==> src/rtl/seq_scan_pkg.sv <==
// rtl/seq_scan_pkg.sv - shared state encoding and default sizes for the scan controller
package seq_scan_pkg;

  localparam int W_DEF    = 8;
  localparam int PLEN_DEF = 4;
  localparam int CW_DEF   = 8;

  typedef enum logic [1:0] {
    IDLE  = 2'd0,
    LOAD  = 2'd1,
    SHIFT = 2'd2,
    DONE  = 2'd3
  } state_t;

endpackage

==> src/rtl/seq_scan_ctrl_if.sv <==
// rtl/seq_scan_ctrl_if.sv - word handshake between producer and scan controller
interface seq_scan_ctrl_if
  import seq_scan_pkg::*;
#(
  parameter int W = W_DEF
);

  logic         in_valid;
  logic [W-1:0] in_data;
  logic         in_last;
  logic         in_ready;

  modport master (output in_valid, output in_data, output in_last, input in_ready);
  modport slave  (input in_valid, input in_data, input in_last, output in_ready);

endinterface

==> src/rtl/seq_match.sv <==
// rtl/seq_match.sv - bit-serial overlapping pattern matcher with saturating match counter
module seq_match
  import seq_scan_pkg::*;
#(
  parameter int PLEN = PLEN_DEF,
  parameter int CW   = CW_DEF
) (
  input  logic            clk,
  input  logic            rst,
  input  logic            clr,
  input  logic            bit_en,
  input  logic            bit_in,
  input  logic [PLEN-1:0] pattern,
  output logic            match,
  output logic [CW-1:0]   match_cnt
);

  localparam int FW = $clog2(PLEN + 1);

  logic [PLEN-1:0] hist_q, hist_d;
  logic [FW-1:0]   fill_q, fill_d;
  logic            match_q, match_d;
  logic [CW-1:0]   cnt_q, cnt_d;

  always_comb begin
    hist_d  = hist_q;
    fill_d  = fill_q;
    match_d = 1'b0;
    cnt_d   = cnt_q;
    if (clr) begin
      hist_d = '0;
      fill_d = '0;
      cnt_d  = '0;
    end else if (bit_en) begin
      hist_d  = PLEN'({hist_q, bit_in});
      fill_d  = (fill_q == FW'(PLEN)) ? fill_q : fill_q + FW'(1);
      // fill gate keeps a partly-filled history from matching an all-zero pattern
      match_d = (fill_d == FW'(PLEN)) && (hist_d == pattern);
      if (match_d && (cnt_q != '1)) begin
        cnt_d = cnt_q + CW'(1);
      end
    end
  end

  always_ff @(posedge clk or posedge rst) begin
    if (rst) begin
      hist_q  <= '0;
      fill_q  <= '0;
      match_q <= 1'b0;
      cnt_q   <= '0;
    end else begin
      hist_q  <= hist_d;
      fill_q  <= fill_d;
      match_q <= match_d;
      cnt_q   <= cnt_d;
    end
  end

  assign match     = match_q;
  assign match_cnt = cnt_q;

endmodule

==> src/rtl/seq_scan_ctrl.sv <==
// rtl/seq_scan_ctrl.sv - word-to-bit scan sequencer feeding the serial pattern matcher
module seq_scan_ctrl
  import seq_scan_pkg::*;
#(
  parameter int W    = W_DEF,
  parameter int PLEN = PLEN_DEF,
  parameter int CW   = CW_DEF
) (
  input  logic            clk,
  input  logic            rst,
  input  logic            start,
  input  logic [PLEN-1:0] pattern,
  seq_scan_ctrl_if.slave  in_if,
  output logic            busy,
  output logic            bit_out,
  output logic            match,
  output logic [CW-1:0]   match_cnt,
  output logic            done
);

  localparam int IW = $clog2(W);

  state_t          state_q, state_d;
  logic [W-1:0]    word_q, word_d;
  logic [IW-1:0]   idx_q, idx_d;
  logic            last_q, last_d;
  logic [PLEN-1:0] pat_q, pat_d;
  logic            in_ready_q, in_ready_d;
  logic            busy_q, busy_d;
  logic            done_q, done_d;
  logic            bit_out_q, bit_out_d;
  logic            clr, bit_en;

  always_comb begin
    state_d    = state_q;
    word_d     = word_q;
    idx_d      = idx_q;
    last_d     = last_q;
    pat_d      = pat_q;
    in_ready_d = in_ready_q;
    busy_d     = busy_q;
    done_d     = 1'b0;
    bit_out_d  = 1'b0;
    clr        = 1'b0;
    bit_en     = 1'b0;
    case (state_q)
      IDLE: begin
        if (start) begin
          state_d    = LOAD;
          pat_d      = pattern;
          clr        = 1'b1;
          in_ready_d = 1'b1;
          busy_d     = 1'b1;
        end
      end
      LOAD: begin
        if (in_if.in_valid) begin
          state_d    = SHIFT;
          bit_out_d  = in_if.in_data[W-1];
          word_d     = {in_if.in_data[W-2:0], 1'b0};
          last_d     = in_if.in_last;
          idx_d      = IW'(W - 1);
          in_ready_d = 1'b0;
        end
      end
      SHIFT: begin
        // bit_out_q is the bit on the wire this cycle; word_q holds the remaining bits MSB-aligned
        bit_en = 1'b1;
        if (idx_q == '0) begin
          if (last_q) begin
            state_d = DONE;
            done_d  = 1'b1;
          end else begin
            state_d    = LOAD;
            in_ready_d = 1'b1;
          end
        end else begin
          idx_d     = idx_q - IW'(1);
          bit_out_d = word_q[W-1];
          word_d    = {word_q[W-2:0], 1'b0};
        end
      end
      DONE: begin
        state_d = IDLE;
        busy_d  = 1'b0;
      end
      default: state_d = IDLE;
    endcase
  end

  always_ff @(posedge clk or posedge rst) begin
    if (rst) begin
      state_q    <= IDLE;
      word_q     <= '0;
      idx_q      <= '0;
      last_q     <= 1'b0;
      pat_q      <= '0;
      in_ready_q <= 1'b0;
      busy_q     <= 1'b0;
      done_q     <= 1'b0;
      bit_out_q  <= 1'b0;
    end else begin
      state_q    <= state_d;
      word_q     <= word_d;
      idx_q      <= idx_d;
      last_q     <= last_d;
      pat_q      <= pat_d;
      in_ready_q <= in_ready_d;
      busy_q     <= busy_d;
      done_q     <= done_d;
      bit_out_q  <= bit_out_d;
    end
  end

  seq_match #(
    .PLEN (PLEN),
    .CW   (CW)
  ) u_match (
    .clk       (clk),
    .rst       (rst),
    .clr       (clr),
    .bit_en    (bit_en),
    .bit_in    (bit_out_q),
    .pattern   (pat_q),
    .match     (match),
    .match_cnt (match_cnt)
  );

  assign in_if.in_ready = in_ready_q;
  assign busy           = busy_q;
  assign done           = done_q;
  assign bit_out        = bit_out_q;

endmodule

==> src/flat_wrapper.sv <==
// flat-port wrapper written by rule: the top's interface ports become plain ports
module seq_scan_ctrl_flat import seq_scan_pkg::*;
#(
  parameter int W    = W_DEF,
  parameter int PLEN = PLEN_DEF,
  parameter int CW   = CW_DEF
)
  (clk, rst, start, pattern, busy, bit_out, match, match_cnt, done, in_if_in_valid, in_if_in_data, in_if_in_last, in_if_in_ready);
  seq_scan_ctrl_if #(.W(W)) in_if_i ();
  input  logic clk;
  input  logic rst;
  input  logic start;
  input  logic [PLEN-1:0] pattern;
  output logic busy;
  output logic bit_out;
  output logic match;
  output logic [CW-1:0] match_cnt;
  output logic done;
  input wire logic [$bits(in_if_i.in_valid)-1:0] in_if_in_valid;
  input wire logic [$bits(in_if_i.in_data)-1:0] in_if_in_data;
  input wire logic [$bits(in_if_i.in_last)-1:0] in_if_in_last;
  output wire logic [$bits(in_if_i.in_ready)-1:0] in_if_in_ready;
  assign in_if_i.in_valid = in_if_in_valid;
  assign in_if_i.in_data = in_if_in_data;
  assign in_if_i.in_last = in_if_in_last;
  assign in_if_in_ready = in_if_i.in_ready;
  seq_scan_ctrl #(.W(W), .PLEN(PLEN), .CW(CW)) u_core (.clk(clk), .rst(rst), .start(start), .pattern(pattern), .in_if(in_if_i), .busy(busy), .bit_out(bit_out), .match(match), .match_cnt(match_cnt), .done(done));
endmodule
==> config.mk <==
export PLATFORM = sky130hd
export DESIGN_NAME = seq_scan_ctrl_flat
export DESIGN_NICKNAME = d
export VERILOG_FILES = /design/src/rtl/seq_scan_pkg.sv /design/src/rtl/seq_scan_ctrl_if.sv /design/src/rtl/seq_match.sv /design/src/rtl/seq_scan_ctrl.sv /design/src/flat_wrapper.sv
export SDC_FILE = /design/constraint.sdc
export NUM_CORES = 1
export LEC_CHECK = 0
export BUFFER_PORTS_ARGS = -buffer_cell sky130_fd_sc_hd__buf_2
export CAP_MARGIN = 5
export CORE_UTILIZATION = 50
export DETAILED_ROUTE_END_ITERATION = 7
export GPL_ROUTABILITY_DRIVEN = 0
export PLACE_DENSITY = 0.71
export SKIP_LAST_GASP = 1
export SLEW_MARGIN = 25
export SYNTH_ARGS = -nofsm -noshare
export SYNTH_HDL_FRONTEND = slang
export SYNTH_SLANG_ARGS = --single-unit
==> constraint.sdc <==
create_clock -name clk -period 5.3 [get_ports clk]
set_clock_uncertainty 0.1 [all_clocks]
set_input_delay 0.265 -clock clk [delete_from_list [all_inputs] [get_ports clk]]
set_output_delay 0.265 -clock clk [all_outputs]
set_load 0.05 [all_outputs]
==> summary.md <==
| Metric | Value |
|---|---|
| Final worst-path cycle share | `58.0%` |
| Dpl cell area | `2070 um2` |
| CORE AREA | `3470 um2` |
| Hold Buf Count CTS | `1` |
| Finished Cell Area | `2180 um2` |
| Post-DR wirelength/cell | `13.6 um` |
| CP delay by family, top | `simple AND/OR/NAND/NOR gates` |
| Synth area leader | `dfrtp_1` |
| Critical setup path kind | `register to register` |
| CP max stage delay | `0.78 ns` |
| Ys async rst share | `100%` |
| Pin count of the biggest net entering global routing | `37` |
| Worst Tran Pin Value | `between 0.9 and 1 ns` |
| Total leakage power | `1.04 nW` |
| DRT Pass-1 Iters | `4` |
| Initial Util | `54.4%` |
| Synthesized area | `1890 um2` |
| Commonest non-fill, non-tap cell in the layout | `dfrtp_1` |
| Slew Limit Headroom | `38.4%` |
| Slowest library cell on the worst path | `ha_1` |
| Number of synthesized flops with an enable pin | `0` |
| Most frequent cells in the layout | `dfrtp_1, nand2_1, buf_2` |
| Final core occ | `a little over three fifths` |
| Area delta synth->final | `15.4%` |
| Vias in the first global route | `1449` |
| Maxcap violations | `0` |
| Power density over the cells | `around 480 nW/um2` |
| Die height | `63.4 um` |
| Sequential share of the synthesized area | `between 40% and 50%` |
| Drt initial violations | `80` |
| Die footprint | `4020 um2` |
| Layout cell share with drive strength beyond 1 | `20.9%` |
| #FFs+latches synth | `36` |
| Die Span X | `roughly 63 um` |
| Total grt overflow | `0` |
| Row count | `21` |
| Final hold violation count | `0` |
| Worst setup SP type | `register` |
| IO buf count | `29` |
| Synth area leaders | `dfrtp_1, mux2i_1, ha_1` |
| Unrepaired setup endpoints after global routing | `false` |
| Initial antenna violation count | `0` |
| Power Total | `1.05 mW` |
| DRC violations left | `0` |
| Max rail drop VDD | `0.253 mV` |
| Worst Path Buf+Inv | `1` |
| Clk Tree Root Cell | `clkbuf_8` |
| Library cells used by synthesis | `41` |
| Final number of max-transition violations | `0` |
| Fillers | `312` |
| Routed via count | `1458` |
| Clock power frac | `between 10% and 20%` |
| Critical Path AT | `around 3.2 ns` |
| Avg Inst Size Synth | `9.82 um2` |
| Post-CTS Resized | `0` |
| Switch share | `39.8%` |
| Htree depth | `2` |
| Antenna diodes | `0` |
| Worst hold-check path type | `input pin to register` |
| Final min period | `3.08 ns` |
| Post-CTS Setup Repair Bufs | `0` |
| Global-route wire length before repair | `6640 um` |
| Yosys warns | `0` |
| WP data required | `5.42 ns` |
| CTS tree | `done` |
| Clock sink count | `36` |
| Post-DR vias/cell | `5.38` |
| Dominant synthesized flop cell | `dfrtp_1` |
| Comb power frac | `40.7%` |
| Maximum root-to-sink buffer count | `2` |
| Syn nets | `218` |
| Fmax | `325 MHz` |
| Worst skew pair latency | `roughly 0.3 ns` |
| GRT Util Overall | `about a fifth` |
| CTS clock-pin slew for the worst setup and hold paths | `0.08 ns` |
| Dpl hpwl | `2650 um` |
| Post-Route WL | `approximately 3700 um` |
| Post-DRT Antenna Nets | `0` |
| Max Fanout on Critical Path | `21` |
| P_sw | `0.417 mW` |
| CTS Buf Count | `5` |
| Sequential group share of total power | `39.6%` |
| I/O pins | `30` |
| Setup crit end kind | `register` |
| Hold WS | `0.0613 ns` |
| Setup-failing EPs final | `0` |
| TNS Setup | `0 ns` |
| Final nets | `250` |
| Cell Chain, Critical Path | `inv_1 > ha_1 > and2b_2 > o2111ai_1 > or4_1 > or3_1 > a21oi_1` |
| Yosys top cell area share | `47.8%` |
| Outcome | `complete, no violations` |
| Cell count after synthesis | `192` |
| Internal power | `0.631 mW` |
[layout make-up]
class / instances / area [um2] / share of cell area [%]
Clock buffer: 7 / 86.3 / 3.97
Timing Repair Buffer: 31 / 163 / 7.48
Tap cell: 46 / 57.6 / 2.65
Multi-Input combinational cell: 139 / 920 / 42.3
Clock inverter: 1 / 7.51 / 0.345
Inverter: 11 / 41.3 / 1.90
Sequential cell: 36 / 901 / 41.4
[worst register-to-register path, delay by kind of cell (launching register included)]
kind                     cells  cell delay, ns
flip-flops                   1            0.42
AND/OR/NAND/NOR              3            1.27
buffers and inverters        1            0.11
AO/OA/AOI/OAI                2            0.34
adder cells (fa/ha/maj)      1            0.78
[registers in the layout (all words and copies together), names as in the netlist, 2 cells and up]
register / flops
u_core.u_match.match_cnt: 8
u_core.word_q: 7
u_core.pat_q: 4
u_core.idx_q: 3
u_core.u_match.fill_q: 3
u_core.u_match.hist_q: 3
u_core.state_q: 2
[kinds of logic (layout without fill, tap and decap cells)]
group	count (synthesis)	in the layout	share of synthesized area, %
simple gates	72	72	19.1
compound gates	38	38	12.3
flops	36	36	47.8
buf+inv	17	50	3.45
mux	13	13	6.97
fa+ha+maj	9	9	5.97
xor+xnor	7	7	4.45
[Yosys cell counts, types with 4 or more instances]
cell	number
a21oi_1	17
clkbuf_1	5
nand2_1	29
xnor2_1	4
nor2_1	17
o21ai_0	8
mux2i_1	12
nand3_1	4
dfrtp_1	36
ha_1	9
inv_1	11
[layer usage]
metal,global-route usage (%),wire (um)
met3,5.25,140
met1,25.4,1670
met5,0,0
met2,37.5,1820
met4,5.97,57
[through the flow]
step	worst slack (ns)	std cells
after floorplan	2.82	192
after global placement	2.33	262
after detailed placement	2.21	262
after CTS	2.22	271
after global routing	1.99	271
final	2.22	271
[path summary, 6_finish.rpt]
path / from / endpoint / slack [ns] / cells past startpoint
min in group asynchronous: rst / u_core.word_q[6] / 0.51 / 4
worst min register to register: u_core.in_if.in_ready / u_core.in_if.in_ready / 0.39 / 2
worst min-delay path: pattern[0] / u_core.pat_q[0] / 0.06 / 3
worst max-delay path: u_core.state_q[0] / u_core.u_match.match_cnt[3] / 2.22 / 7
worst max register to register: u_core.state_q[0] / u_core.u_match.match_cnt[3] / 2.22 / 7
max in group asynchronous: rst / u_core.word_q[1] / 4.25 / 4
[power groups by stage]
stage               logic [mW]  registers [mW]  clock network [mW]
floorplan                0.315           0.437                   0
global placement         0.408           0.414                   0
detailed placement       0.429           0.421                   0
CTS                      0.431           0.417               0.211
global route             0.484           0.428               0.220
finish                   0.427           0.416               0.206
(Power assumes the default switching activity.)
